<file path="config.mk">
export PLATFORM = sky130hd
export DESIGN_NAME = regfile_sb
export DESIGN_NICKNAME = d
export VERILOG_FILES = /design/src/rtl/regfile_sb.sv
export SDC_FILE = /design/constraint.sdc
export NUM_CORES = 2
export LEC_CHECK = 0
export CELL_PAD_IN_SITES_DETAIL_PLACEMENT = 0
export CELL_PAD_IN_SITES_GLOBAL_PLACEMENT = 1
export CORE_MARGIN = 2
export CORE_UTILIZATION = 36
export CTS_BUF_LIST = sky130_fd_sc_hd__clkbuf_4 sky130_fd_sc_hd__clkbuf_8
export DETAILED_ROUTE_END_ITERATION = 12
export GPL_TIMING_DRIVEN = 0
export PLACE_DENSITY = 0.74
export SLEW_MARGIN = 10
export SYNTH_ARGS = -nofsm -noshare
export SYNTH_HDL_FRONTEND = slang
export SYNTH_SLANG_ARGS = --single-unit
export TNS_END_PERCENT = 50
</file>
<file path="constraint.sdc">
create_clock -name clk -period 5.2 [get_ports clk]
set_input_delay 1.56 -clock clk [delete_from_list [all_inputs] [get_ports clk]]
set_output_delay 1.56 -clock clk [all_outputs]
set_load 0.01 [all_outputs]
</file>
<file path="src/rtl/regfile_sb.sv">
// Integer register file with an issue scoreboard.
// Two combinational read ports with write-back bypass, RAW/WAW issue gating,
// a sticky halt flag for the simulation-exit sentinel and a sticky error flag
// for write-backs that arrive at registers with no pending write.
module regfile_sb #(
    parameter int              XLEN     = 32,
    parameter int              NREG     = 32,
    parameter int              AW       = $clog2(NREG),
    parameter int              SP_IDX   = 2,
    parameter logic [XLEN-1:0] SP_RESET = 32'h12000,
    parameter int              HALT_IDX = 31,
    parameter logic [XLEN-1:0] HALT_VAL = 32'hDEAD
) (
    input  logic            clk,
    input  logic            reset,
    input  logic            iss_valid_i,
    output logic            iss_ready_o,
    input  logic [AW-1:0]   rs1_i,
    input  logic [AW-1:0]   rs2_i,
    input  logic [AW-1:0]   rd_i,
    input  logic            rd_we_i,
    output logic [XLEN-1:0] rs1_data_o,
    output logic [XLEN-1:0] rs2_data_o,
    input  logic            wb_valid_i,
    input  logic [AW-1:0]   wb_rd_i,
    input  logic [XLEN-1:0] wb_data_i,
    output logic [NREG-1:0] busy_o,
    output logic            halt_o,
    output logic            err_o
);

    localparam logic [AW-1:0] HALT_IDX_C = HALT_IDX[AW-1:0];

    logic [XLEN-1:0] regs_q [NREG];
    logic [XLEN-1:0] regs_d [NREG];
    logic [NREG-1:0] busy_q;
    logic [NREG-1:0] busy_d;
    logic            halt_q;
    logic            halt_d;
    logic            err_q;
    logic            err_d;

    logic            wb_en_s;
    logic            haz1_s;
    logic            haz2_s;
    logic            hazd_s;
    logic            ready_s;
    logic            fire_s;
    logic [XLEN-1:0] rs1_data_s;
    logic [XLEN-1:0] rs2_data_s;

    // Source operand reads: index 0 is hard zero, a same-cycle write-back wins over the array.
    always_comb begin
        rs1_data_s = {XLEN{1'b0}};
        rs2_data_s = {XLEN{1'b0}};
        if (rs1_i == {AW{1'b0}}) begin
            rs1_data_s = {XLEN{1'b0}};
        end else if (wb_valid_i && (wb_rd_i == rs1_i)) begin
            rs1_data_s = wb_data_i;
        end else begin
            rs1_data_s = regs_q[rs1_i];
        end
        if (rs2_i == {AW{1'b0}}) begin
            rs2_data_s = {XLEN{1'b0}};
        end else if (wb_valid_i && (wb_rd_i == rs2_i)) begin
            rs2_data_s = wb_data_i;
        end else begin
            rs2_data_s = regs_q[rs2_i];
        end
    end

    // Hazard detection: a pending register is not a hazard if its result arrives this cycle.
    always_comb begin
        haz1_s  = busy_q[rs1_i] && !(wb_valid_i && (wb_rd_i == rs1_i));
        haz2_s  = busy_q[rs2_i] && !(wb_valid_i && (wb_rd_i == rs2_i));
        hazd_s  = rd_we_i && busy_q[rd_i] && !(wb_valid_i && (wb_rd_i == rd_i));
        ready_s = !haz1_s && !haz2_s && !hazd_s;
        fire_s  = iss_valid_i && ready_s;
        wb_en_s = wb_valid_i && (wb_rd_i != {AW{1'b0}});
    end

    // Next state: write-back clears busy, issue sets it afterwards so set wins on the same index.
    always_comb begin
        for (int i = 0; i < NREG; i++) begin
            regs_d[i] = regs_q[i];
        end
        busy_d = busy_q;
        halt_d = halt_q;
        err_d  = err_q;
        if (wb_en_s) begin
            regs_d[wb_rd_i] = wb_data_i;
            busy_d[wb_rd_i] = 1'b0;
            if (!busy_q[wb_rd_i]) begin
                err_d = 1'b1;
            end else begin
                err_d = err_q;
            end
            if ((wb_rd_i == HALT_IDX_C) && (wb_data_i == HALT_VAL)) begin
                halt_d = 1'b1;
            end else begin
                halt_d = halt_q;
            end
        end else begin
            busy_d = busy_q;
        end
        if (fire_s && rd_we_i && (rd_i != {AW{1'b0}})) begin
            busy_d[rd_i] = 1'b1;
        end else begin
            busy_d = busy_d;
        end
    end

    // State registers with synchronous active-low reset; write-backs in a reset cycle are dropped.
    always_ff @(posedge clk) begin
        if (!reset) begin
            for (int i = 0; i < NREG; i++) begin
                regs_q[i] <= {XLEN{1'b0}};
            end
            regs_q[SP_IDX] <= SP_RESET;
            busy_q         <= {NREG{1'b0}};
            halt_q         <= 1'b0;
            err_q          <= 1'b0;
        end else begin
            for (int i = 0; i < NREG; i++) begin
                regs_q[i] <= regs_d[i];
            end
            busy_q <= busy_d;
            halt_q <= halt_d;
            err_q  <= err_d;
        end
    end

    assign iss_ready_o = ready_s;
    assign rs1_data_o  = rs1_data_s;
    assign rs2_data_o  = rs2_data_s;
    assign busy_o      = busy_q;
    assign halt_o      = halt_q;
    assign err_o       = err_q;

endmodule

</file>
==> out/qor.yml <==
drt_iter0_markers: 8223
drive_above_1_share_pct: 25.3
root_buffer: "clkbuf_8"
antenna_found_initial: 40
total_power_mw: 19.2
area_growth_pct: 23.1
clock_latency_ns: 0.96
tightestPinTransition_ns: 1.44
vias: 53300
grt_pass1_wl_mm: 397
layout_min_cycle_time_ns: 5.58
worst_slack_ns: -0.384
fmax_ghz: 0.179
arrival_ns: 4.02
cp_max_fo: 7
start_util_pct: 36.2
cpPeakStageDelay_ns: 0.62
whs_path_depth: 2
rsz0062_at_grt: "yes"
place_ws_ns: -2.56
hold_slack_ns: 0.472
ir_drop_uv: 282
dpl.hpwl_mm: 224
vias_per_cell: 6.22
synthDistinctLibCells: 57
syn_area_um2: 57400
final_cell_mix: "nand2_1, dfxtp_1, a21boi_0"
fin_crit_sh_pct: 107
numCtsBuffers: 191
clock-sinks: 1058
worstRegToRegCells: 8
synth_warnings: 0
htreeDepth: 4
p_leak_nw: 23.0
dieWidth_um: 403
cap_violations: 0
crit_path_top_delay_cell: "mux4_2"
maxSlewHeadroom_pct: 3.91
setup_viol: 65
dieArea_um2: 163000
gp_congestion: 1.03
synth-seq-area-share_pct: 36.9
finalHoldViolations: 0
power_density_nw_per_um2: 272
drcViolationCount: 0
async_reset_ff_share_pct: 0
crit_chain: "buf_16 -> buf_16 -> buf_8 -> buf_12 -> mux4_2 -> mux4_2 -> mux2i_4 -> a211oi_4 -> buf_2"
grt_remaining_overflow: 0
crit_path_end_kind: "output port"
drv_slew: 0
wl_per_cell_um: 34.5
placementRows: 146
postSynthAreaPerCell_um2: 9.77
hold_buffers: 0
grt_max_degree: 17
synth-edff-count: 0
synth-main-ff-cell: "dfxtp_1"
cts_tree: "done"
mostFrequentLayoutCell: "nand2_1"
hp-class: "flip-flop to flip-flop"
first_pass_iters: 7
required_ns: 3.64
postRouteAntennaNets: 0
crit_type: "primary input to output port"
grt_use_total_pct: 35.4
boundaryPins: 156
final_nets: 6389
syn_nets: 5928
start_kind: "primary input"
ys_seq_elements: 1058
io_buffers: 111
wirelength_mm: 296
core_um2: 158000
synthCells: 5871
clockBufferDepth: 3
clk_pin_slew_ns: 0.06
grt_pass1_vias: 49800
violations: "negative setup slack"
status: "finished with violations"
fin_skew_ns: 0.0131
fp.dieH_um: 403
[registers in the layout, indices dropped and copies added, names as in the netlist]
register	cells
busy_o	32
regs_q	1024
halt_o	1
err_o	1
[synth_stat cells (27+ instances only)]
cell type | instances | area, um^2
a21boi_0 | 967 | 7260
buf_2 | 123 | 616
nand2_1 | 2034 | 7630
mux2i_1 | 115 | 1150
nor2_1 | 102 | 383
clkbuf_1 | 428 | 1610
buf_6 | 36 | 405
dfxtp_1 | 1058 | 21200
buf_1 | 27 | 101
mux4_2 | 646 | 14500
and2_1 | 38 | 238
nand3_1 | 43 | 215
o31ai_1 | 31 | 233
a211oi_1 | 70 | 526
[cell type report]
class,count,area (um^2)
Multi-Input combinational cell,4171,35000
Buffer,633,4840
Clock buffer,303,3770
Fill cell,15000,87700
Antenna cell,18,45.0
Timing Repair Buffer,272,2900
Tap cell,2072,2590
Inverter,5,18.8
Sequential cell,1058,21200
Clock inverter,37,320
[kinds of logic (layout without fill, tap and decap cells)]
logic type	Yosys count	in the layout	synth area share (%)
other	0	18	0
buffers and inverters	642	1250	5.10
AND/OR/NAND/NOR	2275	2275	15.5
multiplexers	773	773	27.8
AO/OA/AOI/OAI	1108	1108	14.5
XOR/XNOR	15	15	0.229
flip-flops	1058	1058	36.9
[per-layer routing]
metal  track usage [%]  part of all wire [%]  wire length, um
met5             0.714                  0.12              357
met4              21.5                   7.3            21600
met3              15.0                    15            44100
met2              51.9                    42           125000
met1              42.9                    36           105000
[per-stage QoR]
stage	TNS [ns]	cell area (um^2)	utilization [%]	std cells
global placement	-300.12	61100	38.6	8054
CTS	-16.12	69800	44.0	8511
floorplan	0	57400	-	5871
detailed placement	-162.83	61200	38.6	8059
finish	-19.04	70600	44.6	8569
global route	-17.23	70600	44.6	8556
[where the power goes]
group          internal [mW]  switching [mW]  total [mW]
clock network           4.70            3.94        8.64
logic                  0.864            1.49        2.36
registers               8.17          0.0480        8.21
[path summary, 6_finish.rpt]
kind	from	end	slack [ns]
hold / removal	regs_q[31][15]$_SDFFE_PN0P_	regs_q[31][15]$_SDFFE_PN0P_	0.47
setup reg to reg	busy_o[15]$_SDFF_PN0_	busy_o[30]$_SDFF_PN0_	2.91
hold reg to reg	regs_q[31][15]$_SDFFE_PN0P_	regs_q[31][15]$_SDFFE_PN0P_	0.47
setup / recovery	rs1_i[0]	rs1_data_o[19]	-0.38
[repair_timing]
| item | CTS | global route |
|---|---|---|
| pin swaps | 59 | 27 |
| endpoints found under the hold margin | 0 | 0 |
| setup endpoints to repair | 65 | 65 |
| cloned | 7 | 10 |
| setup buffers | 105 | 34 |
| gates resized for setup | 1025 | 91 |
[worst max-delay path: cells and delay by family]
| family | cells | cell delay [ns] |
|---|---|---|
| mux | 3 | 1.49 |
| buf+inv | 5 | 0.80 |
| compound gates | 1 | 0.15 |
Power figures use the tool's default switching activity.
